===== config.mk =====
export PLATFORM = sky130hd
export DESIGN_NAME = clk_div_multi_flat
export DESIGN_NICKNAME = d
export VERILOG_FILES = /design/src/rtl/clk_div_multi_if.sv /design/src/rtl/clk_div_multi.sv /design/src/flat_wrapper.sv
export SDC_FILE = /design/constraint.sdc
export NUM_CORES = 1
export LEC_CHECK = 0
export ABC_AREA = 1
export CELL_PAD_IN_SITES_DETAIL_PLACEMENT = 0
export CELL_PAD_IN_SITES_GLOBAL_PLACEMENT = 2
export CORE_ASPECT_RATIO = 0.8
export CORE_MARGIN = 2
export CORE_UTILIZATION = 28
export CTS_CLUSTER_SIZE = 16
export DETAILED_ROUTE_END_ITERATION = 10
export DONT_BUFFER_PORTS = 1
export HOLD_SLACK_MARGIN = 0.03
export PLACE_DENSITY_LB_ADDON = 0.08
export SLEW_MARGIN = 40
export SYNTH_ARGS = -nofsm -noshare
export SYNTH_HDL_FRONTEND = slang
export SYNTH_SLANG_ARGS = --single-unit

===== constraint.sdc =====
create_clock -name clk -period 18.69 [get_ports clk]
set_input_delay 1.869 -clock clk [delete_from_list [all_inputs] [get_ports clk]]
set_output_delay 1.869 -clock clk [all_outputs]
set_load 0.01 [all_outputs]

===== src/rtl/clk_div_multi_if.sv =====
// Bus bundle for clk_div_multi: run enables, the half-period write and
// readback port, and the per-channel divided clock and tick outputs.
interface clk_div_multi_if #(
  parameter int NUM_CH = 4,
  parameter int CNT_W  = 32,
  parameter int CH_W   = 4
);
  logic [NUM_CH-1:0] en;
  logic              wr_en;
  logic [CH_W-1:0]   wr_ch;
  logic [CNT_W-1:0]  wr_data;
  logic [CH_W-1:0]   rd_ch;
  logic [CNT_W-1:0]  rd_data;
  logic [NUM_CH-1:0] clk_div;
  logic [NUM_CH-1:0] tick;

  modport master (
    output en, wr_en, wr_ch, wr_data, rd_ch,
    input  rd_data, clk_div, tick
  );

  modport slave (
    input  en, wr_en, wr_ch, wr_data, rd_ch,
    output rd_data, clk_div, tick
  );
endinterface


===== src/rtl/clk_div_multi.sv =====
// Multi-channel programmable clock divider. Each channel counts up to its
// active half-period and toggles its output; the programmable shadow value
// is copied into the active register only at a toggle or while disabled,
// so a rewrite never shortens or stretches the phase in progress.
module clk_div_multi #(
  parameter int              NUM_CH       = 4,
  parameter int              CNT_W        = 32,
  parameter logic [CNT_W-1:0] DEFAULT_HALF = 1000,
  parameter int              CH_W         = 4
) (
  input logic            clk,
  input logic            reset,
  clk_div_multi_if.slave bus
);

  logic [CNT_W-1:0]  half_q [NUM_CH];
  logic [CNT_W-1:0]  half_d [NUM_CH];
  logic [CNT_W-1:0]  act_q  [NUM_CH];
  logic [CNT_W-1:0]  act_d  [NUM_CH];
  logic [CNT_W-1:0]  cnt_q  [NUM_CH];
  logic [CNT_W-1:0]  cnt_d  [NUM_CH];
  logic [NUM_CH-1:0] clk_div_q, clk_div_d;
  logic [NUM_CH-1:0] tick_q, tick_d;
  logic [CNT_W-1:0]  rd_data_c;

  // Next-state for shadow write, active reload, counters and outputs.
  always_comb begin
    half_d    = half_q;
    act_d     = act_q;
    cnt_d     = cnt_q;
    clk_div_d = clk_div_q;
    tick_d    = '0;
    for (int c = 0; c < NUM_CH; c++) begin
      // Out-of-range channel addresses match no c and are dropped here.
      if (bus.wr_en && (bus.wr_ch == CH_W'(c))) begin
        half_d[c] = bus.wr_data;
      end
      if (bus.en[c]) begin
        if (cnt_q[c] == act_q[c]) begin
          cnt_d[c]     = '0;
          clk_div_d[c] = ~clk_div_q[c];
          tick_d[c]    = 1'b1;
          act_d[c]     = half_q[c];
        end else begin
          cnt_d[c] = cnt_q[c] + CNT_W'(1);
        end
      end else begin
        // Disabled: hold in a clean start state, ready for a full phase.
        cnt_d[c]     = '0;
        clk_div_d[c] = 1'b0;
        act_d[c]     = half_q[c];
      end
    end
  end

  // State registers, all cleared asynchronously.
  always_ff @(posedge clk or posedge reset) begin
    if (reset) begin
      for (int c = 0; c < NUM_CH; c++) begin
        half_q[c] <= DEFAULT_HALF;
        act_q[c]  <= DEFAULT_HALF;
        cnt_q[c]  <= '0;
      end
      clk_div_q <= '0;
      tick_q    <= '0;
    end else begin
      for (int c = 0; c < NUM_CH; c++) begin
        half_q[c] <= half_d[c];
        act_q[c]  <= act_d[c];
        cnt_q[c]  <= cnt_d[c];
      end
      clk_div_q <= clk_div_d;
      tick_q    <= tick_d;
    end
  end

  // Readback mux of the shadow registers; unpopulated channels read 0.
  always_comb begin
    rd_data_c = '0;
    for (int c = 0; c < NUM_CH; c++) begin
      if (bus.rd_ch == CH_W'(c)) begin
        rd_data_c = half_q[c];
      end
    end
  end

  assign bus.rd_data = rd_data_c;
  assign bus.clk_div = clk_div_q;
  assign bus.tick    = tick_q;

endmodule


===== src/flat_wrapper.sv =====
// flat-port wrapper written by rule: the top's interface ports become plain ports
module clk_div_multi_flat 
#(
  parameter int              NUM_CH       = 4,
  parameter int              CNT_W        = 32,
  parameter logic [CNT_W-1:0] DEFAULT_HALF = 1000,
  parameter int              CH_W         = 4
)
  (clk, reset, bus_en, bus_wr_en, bus_wr_ch, bus_wr_data, bus_rd_ch, bus_rd_data, bus_clk_div, bus_tick);
  clk_div_multi_if #(.NUM_CH(NUM_CH), .CNT_W(CNT_W), .CH_W(CH_W)) bus_i ();
  input logic clk;
  input logic reset;
  input wire logic [$bits(bus_i.en)-1:0] bus_en;
  input wire logic [$bits(bus_i.wr_en)-1:0] bus_wr_en;
  input wire logic [$bits(bus_i.wr_ch)-1:0] bus_wr_ch;
  input wire logic [$bits(bus_i.wr_data)-1:0] bus_wr_data;
  input wire logic [$bits(bus_i.rd_ch)-1:0] bus_rd_ch;
  output wire logic [$bits(bus_i.rd_data)-1:0] bus_rd_data;
  output wire logic [$bits(bus_i.clk_div)-1:0] bus_clk_div;
  output wire logic [$bits(bus_i.tick)-1:0] bus_tick;
  assign bus_i.en = bus_en;
  assign bus_i.wr_en = bus_wr_en;
  assign bus_i.wr_ch = bus_wr_ch;
  assign bus_i.wr_data = bus_wr_data;
  assign bus_i.rd_ch = bus_rd_ch;
  assign bus_rd_data = bus_i.rd_data;
  assign bus_clk_div = bus_i.clk_div;
  assign bus_tick = bus_i.tick;
  clk_div_multi #(.NUM_CH(NUM_CH), .CNT_W(CNT_W), .DEFAULT_HALF(DEFAULT_HALF), .CH_W(CH_W)) u_core (.clk(clk), .reset(reset), .bus(bus_i));
endmodule

==> metrics <==
DP HPWL 51500 um; Worst-Skew Late Latency 580 ps; layout cell share with drive strength beyond 1 6.31%; worst slew pin tran 784 ps; Max FO, Critical Path 94; Syn Nets 2519; nets@finish 2470; post-layout util 31.6%; critical path data required time 16820 ps; largest net degree at the start of global routing 118; Initial DRC Count 1188; post-CTS setup buffer count 0; max incr delay on CP 610 ps; DR vias 16038; first-pass GRT wire length 108000 um; Synth Instances 2468; worst hold path type reg -> reg; dominant cells by area after synthesis dfrtp_1, nand2_1, dfstp_2; Initial Utilization 28.2%; slew margin rel. 47.5%; IO Count 87; DIE HEIGHT 241 um; Worst setup SP type input pin; vias in the first global route 15584; clock root cell clkbuf_16; top_reg_cell synth dfrtp_1; Static Leak 9.72 nW; Syn. warnings 0; Remaining DRCs 0; area grow syn2layout 12.1%; Top Family by Delay on Critical Path buffers and inverters; Synth area leader dfrtp_1; CP cell instances nor2_4 -> buf_6 -> nand3_1 -> buf_4 -> o2111ai_1; fin. max-slew vios 0; Synth Register Bits 392; pwr/cell area 105 nW/um^2; share of the synthesized area in the top cell type 43.6%; CTS Buf Count 47; htree depth 2; Cell variety after synth 34; register area share after synthesis 50.0%; total global routing track utilization 19.8%; endpoint class of the critical path output port; Clk pin slew, worst setup/hold paths 60 ps; fin crit share 31.9%; Worst Path Arrival 4100 ps; final setup fails 0; CP max stage cell nand3_1; Clock Path Buffers 3; antenna violations before repair 5; core area 70100 um^2; synth cell count leaders nand2_1, dfrtp_1, nor2_1; GRT Residual Overflow 0; Worst Setup Path Type in -> out; status completed; Post-CTS Resized 0; die area 72600 um^2; fin crit period 5960 ps; final clock skew 11.4 ps; DIE WIDTH 301 um; final WL 71200 um; post-synthesis async set-or-reset flop share 100%; Final Hold Viols 0; Initial DRT Pass Iterations 5; CTS tree yes; # rows 87; peak ir drop on the vdd network 0.0561 mV; Post-synth EDFFs 0; syn avg cell area 8.00 um^2; most numerous cell in the Yosys netlist nand2_1; wire per inst 21.0 um; Setup TNS 0 ps; CTS Sinks 392; RSZ-0062 raised after global routing false; Synth Cell Area 19700 um^2; port buffer count 0; hold buffers post-CTS 0; Max Clk Rate 168 MHz; post-route ant nets 0; Placer Congestion 0.816; max-capacitance violation count 0; CP bufs+invs 2; Avg Vias per Cell 4.72
## layer usage
layer / share of wire, % / vias to the layer above / track usage, %
met3: 5.0 / 79 / 2.96
met2: 42 / 288 / 28.5
met4: 2.1 / 2 / 4.99
met1: 51 / 7820 / 30.6
li1: - / 7849 / -
met5: 0.018 / - / 0
## layout by cell type (no fill, tap or decap), types with 2 or more instances in the layout
cell type  count
o21ai_0      130
inv_2          2
buf_4         15
diode_2        4
dfrtp_1      344
o2111ai_1     27
xnor2_1      126
bufinv_16      2
nand2_1      757
dfstp_2       48
o21bai_1       2
clkbuf_8      10
inv_4          2
nand2_2        6
inv_1        179
nand3_2        3
xor2_1        70
a31oi_1        8
buf_6          4
nor2_1       281
nor2_2         3
ha_1           4
clkbuf_16     49
nor3_1        44
clkbuf_1      20
nand4_1      112
nand3_1      188
nor2_4         2
clkinv_2       5
o22ai_1        5
## where the power goes
group          internal (mW)  switching, mW  leakage (nW)  total [mW]
logic                  0.106          0.156          3.92       0.263
registers              0.977          0.161          5.06        1.14
clock network          0.549          0.380         0.747       0.929
total                   1.63          0.698          9.72        2.33
## final timing paths
kind | cells after the start | slack [ps] | end | start
hold / removal | 2 | 480 | u_core.act_q[6] | u_core.half_q[6]
hold reg to reg | 2 | 480 | u_core.act_q[6] | u_core.half_q[6]
setup reg to reg | 13 | 16080 | u_core.act_q[92] | u_core.cnt_q[88]
setup / recovery | 5 | 12730 | bus_rd_data[1] | bus_rd_ch[3]
min in group asynchronous | 1 | 1220 | u_core.half_q[32] | reset
max in group asynchronous | 3 | 15820 | u_core.act_q[26] | reset
## final cells by class
type | count | area, um^2
well taps | 934 | 1170
clock buffers | 79 | 1440
diodes | 4 | 10.0
multi-input cells | 1775 | 8670
flip-flops and latches | 392 | 9870
clock inverters | 8 | 92.6
inverters | 184 | 708
fillers | 7521 | 48000
repair buffers | 19 | 158
## state kept, by name, indices dropped and copies added, names as in the netlist
register	cells
u_core.act_q	128
u_core.bus.clk_div	4
u_core.bus.tick	4
u_core.cnt_q	128
u_core.half_q	128
## worst min-delay path: stages, from the launching register on
cell     delay (ps)
dfstp_2         380
nand2_1          60
nand2_1          40
## cells by family (layout without fill, tap and decap cells)
group           after synthesis  in the layout  share of synthesized area [%]
simple gates               1402           1402                           29.8
flops                       392            392                           50.0
buf+inv                     301            290                           6.17
xor+xnor                    196            196                           8.70
compound gates              173            173                           5.02
fa+ha+maj                     4              4                          0.254
other cells                   0              4                              0
## metrics by stage
step                hold WS, ps  total power [mW]  cell area (um^2)  setup WS [ps]  std cells
floorplan                   449              1.27             19700           6000       2468
detailed placement          475              1.42             20600          12470       3304
finish                      483              2.33             22100          12730       3395
CTS                         484              2.37             22100          12450       3391
global route                500              2.46             22100          12530       3391
global placement            470              1.42             20600          12520       3304
Power figures use the tool's default switching activity.
